`config.mk`:
```
export PLATFORM = sky130hd
export DESIGN_NAME = fmult_seq
export DESIGN_NICKNAME = d
export VERILOG_FILES = /design/src/rtl/fmult_seq.sv
export SDC_FILE = /design/constraint.sdc
export NUM_CORES = 1
export LEC_CHECK = 0
export CAP_MARGIN = 30
export CORE_MARGIN = 5
export CORE_UTILIZATION = 46
export DETAILED_ROUTE_END_ITERATION = 7
export PLACE_DENSITY = 0.66
export SYNTH_ARGS = -nofsm -noshare
export SYNTH_HDL_FRONTEND = slang
export SYNTH_SLANG_ARGS = --single-unit
```
`constraint.sdc`:
```
create_clock -name clk -period 2.7 [get_ports clk]
set_clock_uncertainty 0.15 [all_clocks]
set_input_delay 0.675 -clock clk [delete_from_list [all_inputs] [get_ports clk]]
set_output_delay 0.675 -clock clk [all_outputs]
set_load 0.1 [all_outputs]
```
`src/rtl/fmult_seq.sv`:
```
// Control sequencer for the bit-serial floating-point predictor multiplier.
// Each product runs SETUP..SERIAL; the frame ends with a one-cycle DONE pulse.
module fmult_seq #(
  parameter int N_PROD   = 8,
  parameter int N_B      = 6,
  parameter int SER_BITS = 16,
  parameter int IDX_W    = 3
) (
  input  logic             clk,
  input  logic             reset,
  input  logic             start,
  output logic             busy,
  output logic             done,
  output logic [IDX_W-1:0] op_sel,
  output logic             op_is_a,
  output logic             INIT_SR,
  output logic             SHIFT_EXP,
  output logic             SHIFT_MANT,
  output logic             LD_OUT_SR,
  output logic             prod_valid,
  output logic             ser_valid,
  output logic [3:0]       ser_idx,
  output logic             ser_last
);

  typedef enum logic [3:0] {
    IDLE,
    SETUP,
    INIT,
    HOLD,
    GAP,
    SHIFT,
    LOAD,
    SERIAL,
    DONE
  } state_t;

  localparam logic [3:0]       SHIFT_LAST = 4'd11;
  localparam logic [3:0]       SER_LAST   = 4'(SER_BITS - 1);
  localparam logic [IDX_W-1:0] IDX_LAST   = IDX_W'(N_PROD - 1);

  state_t           state;
  logic [IDX_W-1:0] idx;
  logic [3:0]       cnt;
  logic [3:0]       cntNext;
  logic [IDX_W-1:0] idxNext;

  assign cntNext = cnt + 4'd1;
  assign idxNext = idx + 1'b1;

  function automatic logic isA(input logic [IDX_W-1:0] i);
    return int'(i) >= N_B;
  endfunction

  // Outputs are set for the state being entered, so every value is a flop.
  always_ff @(posedge clk) begin
    if (reset) begin
      state      <= IDLE;
      idx        <= '0;
      cnt        <= '0;
      busy       <= 1'b0;
      done       <= 1'b0;
      op_sel     <= '0;
      op_is_a    <= 1'b0;
      INIT_SR    <= 1'b0;
      SHIFT_EXP  <= 1'b0;
      SHIFT_MANT <= 1'b0;
      LD_OUT_SR  <= 1'b0;
      prod_valid <= 1'b0;
      ser_valid  <= 1'b0;
      ser_idx    <= '0;
      ser_last   <= 1'b0;
    end else begin
      done       <= 1'b0;
      INIT_SR    <= 1'b0;
      SHIFT_EXP  <= 1'b0;
      SHIFT_MANT <= 1'b0;
      LD_OUT_SR  <= 1'b0;
      prod_valid <= 1'b0;
      ser_valid  <= 1'b0;
      ser_idx    <= '0;
      ser_last   <= 1'b0;

      case (state)
        IDLE: begin
          if (start) begin
            state   <= SETUP;
            idx     <= '0;
            busy    <= 1'b1;
            op_sel  <= '0;
            op_is_a <= isA('0);
            INIT_SR <= 1'b1;
          end
        end

        SETUP: begin
          state      <= INIT;
          INIT_SR    <= 1'b1;
          SHIFT_EXP  <= 1'b1;
          SHIFT_MANT <= 1'b1;
        end

        INIT: begin
          state   <= HOLD;
          INIT_SR <= 1'b1;
        end

        HOLD: begin
          state <= GAP;
        end

        // Entering SHIFT at p=0, which is an even phase for both strobes.
        GAP: begin
          state      <= SHIFT;
          cnt        <= '0;
          SHIFT_EXP  <= 1'b1;
          SHIFT_MANT <= 1'b1;
        end

        SHIFT: begin
          if (cnt == SHIFT_LAST) begin
            state     <= LOAD;
            LD_OUT_SR <= 1'b1;
          end else begin
            cnt        <= cntNext;
            SHIFT_MANT <= ~cntNext[0];
            SHIFT_EXP  <= ~cntNext[0] && (cntNext < 4'd10);
          end
        end

        LOAD: begin
          state      <= SERIAL;
          cnt        <= '0;
          ser_valid  <= 1'b1;
          prod_valid <= 1'b1;
          ser_last   <= (SER_BITS == 1);
        end

        SERIAL: begin
          if (cnt != SER_LAST) begin
            cnt       <= cntNext;
            ser_valid <= 1'b1;
            ser_idx   <= cntNext;
            ser_last  <= (cntNext == SER_LAST);
          end else if (idx == IDX_LAST) begin
            state   <= DONE;
            busy    <= 1'b0;
            done    <= 1'b1;
            op_sel  <= '0;
            op_is_a <= 1'b0;
          end else begin
            state   <= SETUP;
            idx     <= idxNext;
            op_sel  <= idxNext;
            op_is_a <= isA(idxNext);
            INIT_SR <= 1'b1;
          end
        end

        DONE: begin
          state <= IDLE;
        end

        default: begin
          state <= IDLE;
          busy  <= 1'b0;
        end
      endcase
    end
  end

endmodule

```
==> results of run 1 <==
-- stage by stage --
stage	instance area [sq um]	worst slack [ns]	cells	hold WS, ns	power (W)
after floorplan	1309	0.8014	136	0.2832	0.0005940
after global routing	1476	0.3255	182	0.3493	0.0008237
final	1476	0.4358	182	0.3226	0.0007847
after detailed placement	1454	0.4228	179	0.3054	0.0006252
after global placement	1454	0.4829	179	0.2940	0.0006230
after CTS	1476	0.4202	182	0.3255	0.0007906
-- critical path, cell delays in order, from the launching register on --
cell and delay, ns:
dfxtp_1 0.50, ha_1 0.39, nand3_1 0.25, nor4_2 0.54
or3_1 0.24, o22ai_1 0.09
-- path summary, 6_finish.rpt --
kind                       startpoint  cells past startpoint                   to
setup / recovery  cnt[0]$_SDFFE_PP0P_                      5  idx[2]$_SDFFE_PP0P_
hold / removal    idx[2]$_SDFFE_PP0P_                      2  idx[2]$_SDFFE_PP0P_
setup reg to reg  cnt[0]$_SDFFE_PP0P_                      5  idx[2]$_SDFFE_PP0P_
hold reg to reg   idx[2]$_SDFFE_PP0P_                      2  idx[2]$_SDFFE_PP0P_
-- cells by family (layout without fill, tap and decap cells) --
group                      count (synthesis)  after routing  share of synthesized area [%]
and+or+nand+nor                           54             54                          26.87
AOI/OAI and AO/OA                         29             29                          15.96
DFF                                       28             28                          42.83
buffers and inverters                     14             29                          5.449
adders and majority gates                  5              5                          4.780
xor gates and xnor gates                   5              5                          3.347
muxes                                      1              1                         0.7648
-- Yosys cell counts, types with 3 or more instances --
cell type   n  area share [%]
nor3_1      3             1.1
nand3_1     4             1.5
xor2_1      3             2.0
a211oi_1    5             2.9
dfxtp_1    28              43
buf_2       3             1.1
inv_1       6             1.7
a21oi_1     7             2.7
ha_1        5             4.8
a22oi_1     3             1.7
nor2_1     14             4.0
nand2_1     5             1.4
nand2b_1    7             3.3
-- layer usage --
layer	wire [microns]	up-vias	global-route usage [%]
met5	0	-	0
met4	42	0	6.494
met3	110	5	3.020
met2	1230	18	21.95
met1	1159	489	16.85
li1	-	522	-
-- report_power, final --
| part | switching, W | internal [W] |
|---|---|---|
| clock network | 0.000117 | 0.0000524 |
| logic | 0.000109 | 0.0000515 |
| registers | 0.0000268 | 0.000428 |
-- registers in the layout, summed over array words and instances (netlist names) --
signal      flops
idx             3
SHIFT_EXP       1
prod_valid      1
cnt             4
ser_valid       1
INIT_SR         1
LD_OUT_SR       1
op_is_a         1
state           4
busy            1
op_sel          3
ser_idx         4
ser_last        1
SHIFT_MANT      1
done            1
-- area by class of cell --
cell class	count	area, sq um
well taps	31	38.79
inverters	6	22.52
repair buffers	20	155.1
fillers	261	1257
multi-input cells	94	676.9
flip-flops and latches	28	560.5
clock buffers	3	22.52
==> impl_metrics.ini, run 1 <==
[floorplanning]
die-width_microns = 63.34
start_util_pct = 47.87
io_pins = 20
die-area_sq_mm = 0.004012
fp-row-count = 19
die_h_microns = 63.34
core_sq_mm = 0.002734

[timing]
hold_violations = 0
post-route-period-util_pct = 83.86
rsz0062_at_grt = no
tightest_slew_ns = 0.5589
setup_violations = 0
maxSlewHeadroom_pct = 62.69
drv_slew = 0
max_freq_mhz = 441.7
tns_ns = 0
finalCriticalPeriod_ns = 2.264

[cts]
post_cts_buffers = 0
clk_pin_slew_ns = 0.14
worstSkewPairLatency_ns = 0.32
cts_made_buffers = 3
cts_resized = 0
cts.path.max_buffers = 2
cts_root_buf = clkbuf_4
cts_hold_buffers = 0
ctsHtreeMaxLevel = 1
cts_tree = built
cts_num_sinks = 28

[place]
hpwlAfterDp_mm = 1.873
gp_congestion = 0.8282
io_buffers = 19

[flow_run]
cap_violations = 0

[global_route]
gr-total-overflow = 0
grt_pass1_vias = 1000
grt_max_degree = 16
grt_pass1_wl_mm = 4.436
grt_use_total_pct = 13.56
antenna_found_initial = 0

[finish]
layout_common_cells = dfxtp_1 (28), buf_4 (18), nor2_1 (14)
final_util_pct = 54.00
synthToLayoutAreaGrowth_pct = 12.81
final_common_cell = dfxtp_1
n_antenna_cell = 0
final_layout_size_suffix_gt1_share_pct = 17.22
finalNetCount = 161

[power_and_ir_drop]
powerDensity_mw_per_mm2 = 531.5
peakVddDrop_mv = 0.3510
power_leakage_nw = 0.6230

[detailed_routing]
wl_mm = 2.542
drt_iter0_markers = 22
drtAntennaViolNets = 0
drtPass1Iterations = 4
post-route-drc-count = 0
wl_per_cell_microns = 13.97
vias = 1034
drt-vias-per-instance = 5.681

[logic_synthesis]
ys_seq_area_share_pct = 42.83
avgSynthCellArea_sq_um = 9.623
netlist_area_sq_mm = 0.001309
ys.flop_type = dfxtp_1
yosysWarningCount = 0
synth_fp_nets = 144
syn_inst = 136
synth-edff-count = 0
ys_types = 46
ys_ff_latch = 28
async_flop_share_pct = 0

[worst_setup_path]
crit_type = flip-flop to flip-flop
path_max_fanout = 8
endpoint_kind = flip-flop
cp-start-kind = flip-flop
arrival_ns = 2.34
r2r_setup_slack_ns = 0.44
critical_path_required_ns = 2.77

[outcome]
status = finished clean

[min_path]
hp-class = flip-flop to flip-flop
Power figures use the tool's default switching activity.
==> inputs of run 2 (changes only) <==
--- a/config.mk
+++ b/config.mk
@@ -9,7 +9,7 @@
 export CORE_MARGIN = 5
 export CORE_UTILIZATION = 46
 export DETAILED_ROUTE_END_ITERATION = 7
-export PLACE_DENSITY = 0.66
+export PLACE_DENSITY = 0.68
 export SYNTH_ARGS = -nofsm -noshare
 export SYNTH_HDL_FRONTEND = slang
 export SYNTH_SLANG_ARGS = --single-unit
==> constraint.sdc (replaced) <==
create_clock -name clk -period 1.88 [get_ports clk]
set_clock_uncertainty 0.15 [all_clocks]
set_input_delay 0.47 -clock clk [delete_from_list [all_inputs] [get_ports clk]]
set_output_delay 0.47 -clock clk [all_outputs]
set_load 0.1 [all_outputs]
==> impl_metrics.ini, run 2 (synthesis gave the netlist of run 1 again) <==
[detailed_routing]
post-route-drc-count = 0
wl_per_cell_microns = 13.91
wl_mm = 2.838
vias = 1109
drt_iter0_markers = 53
drt-vias-per-instance = 5.436
drtAntennaViolNets = 0
drtPass1Iterations = 4

[place]
place_ws_ns = -0.1874
gp_congestion = 0.8249
hpwlAfterDp_mm = 2.205
io_buffers = 19

[global_route]
grt_use_total_pct = 15.37
grt_pass1_wl_mm = 5.133
grt_pass1_vias = 1121
grt_max_degree = 16
antenna_found_initial = 0
gr-total-overflow = 0

[worst_setup_path]
rr_endpoint = state[2]$_SDFFE_PP0P_
crit_path_start = cnt[0]$_SDFFE_PP0P_
critical_path_required_ns = 2.00
r2r_setup_slack_ns = 0.07
r2r_cells = 6
crit_type = flip-flop to flip-flop
endpoint_kind = flip-flop
cp-start-kind = flip-flop
path_max_fanout = 4
crit_end = state[2]$_SDFFE_PP0P_
reg2reg_from = cnt[0]$_SDFFE_PP0P_
arrival_ns = 1.93

[timing]
maxSlewHeadroom_pct = 74.95
tightest_slew_ns = 0.3729
post-route-period-util_pct = 96.11
hold_violations = 0
finalCriticalPeriod_ns = 1.807
layout_setup_ws_ns = 0.07314
drv_slew = 0
setup_violations = 0
max_freq_mhz = 553.4
rsz0062_at_grt = no

[cts]
worstSkewPairLatency_ns = 0.33
cts_tree = built
cts_hold_buffers = 0
cts.path.max_buffers = 2
clk_pin_slew_ns = 0.15
cts_root_buf = clkbuf_4
ctsHtreeMaxLevel = 1
cts_made_buffers = 3
post_cts_buffers = 0
cts_num_sinks = 28

[power_and_ir_drop]
powerDensity_mw_per_mm2 = 659.4
power_leakage_nw = 0.7842
peakVddDrop_mv = 0.5349

[floorplanning]
die-width_microns = 63.34
fp-row-count = 19
start_util_pct = 47.87
die_h_microns = 63.34
core_sq_mm = 0.002734
io_pins = 20
die-area_sq_mm = 0.004012

[flow_run]
cap_violations = 0

[finish]
layout_common_cells = dfxtp_1 (22), buf_4 (22), buf_12 (17)
final_util_pct = 69.34
top_regs = cnt (4), ser_idx (4), state (4)
finalNetCount = 182
n_antenna_cell = 0
synthToLayoutAreaGrowth_pct = 44.84
final_layout_size_suffix_gt1_share_pct = 34.10

[outcome]
status = finished clean

[min_path]
hp-class = flip-flop to flip-flop
[run 2: final cells by class]
cell class | instances | area (sq um)
fillers | 215 | 838.3
multi-input cells | 94 | 704.4
flip-flops and latches | 28 | 568.0
repair buffers | 41 | 525.5
well taps | 31 | 38.79
clock buffers | 4 | 36.28
inverters | 6 | 22.52
[run 2: repair_timing]
action                     in CTS  in global routing
resized for setup               2                  9
setup endpoints to repair       1                  5
pin swaps                       0                  1
[run 2: worst min path at each step]
| stage | from | end | slack [ns] | cells past startpoint |
|---|---|---|---|---|
| 6_report | idx[2]$_SDFFE_PP0P_ | idx[2]$_SDFFE_PP0P_ | 0.32 | 2 |
| 3_3_place_gp | idx[2]$_SDFFE_PP0P_ | idx[2]$_SDFFE_PP0P_ | 0.29 | 2 |
| 3_5_place_dp | idx[2]$_SDFFE_PP0P_ | idx[2]$_SDFFE_PP0P_ | 0.30 | 2 |
| 4_1_cts | idx[2]$_SDFFE_PP0P_ | idx[2]$_SDFFE_PP0P_ | 0.32 | 2 |
| 2_1_floorplan | idx[2]$_SDFFE_PP0P_ | idx[2]$_SDFFE_PP0P_ | 0.28 | 2 |
| 5_1_grt | idx[2]$_SDFFE_PP0P_ | idx[2]$_SDFFE_PP0P_ | 0.37 | 2 |
[run 2: power by group]
group | total [W] | internal, W | switching, W
Sequential | 0.000654 | 0.000617 | 0.0000368
Combinational | 0.000303 | 0.000131 | 0.000172
Clock | 0.000293 | 0.000119 | 0.000175
[run 2: per-layer routing]
layer	share of wire, %	GRT usage [%]	wire length [microns]	vias to the layer above
li1	-	-	-	565
met1	47	19.50	1335	514
met2	47	25.76	1330	25
met3	4.5	2.842	129	5
met4	1.5	5.455	42	0
met5	0	0	0	-
[run 2: through the flow]
stage / std cells / instance area [sq um] / hold slack (ns) / power [W] / TNS, ns
floorplan: 136 / 1310 / 0.2832 / 0.0008532 / 0
global placement: 200 / 1826 / 0.2906 / 0.0009556 / -0.2907
detailed placement: 200 / 1826 / 0.3045 / 0.0009602 / -0.5201
CTS: 204 / 1866 / 0.3241 / 0.001247 / 0
global route: 204 / 1896 / 0.3725 / 0.001307 / 0
finish: 204 / 1896 / 0.3240 / 0.001250 / 0
[run 2: worst max-delay path, stage by stage, from the launching register on]
cell and delay, ns:
dfxtp_2 0.38, ha_4 0.16, nand3b_1 0.10, nor3b_1 0.17
buf_4 0.14, or4_1 0.50, a21oi_1 0.16
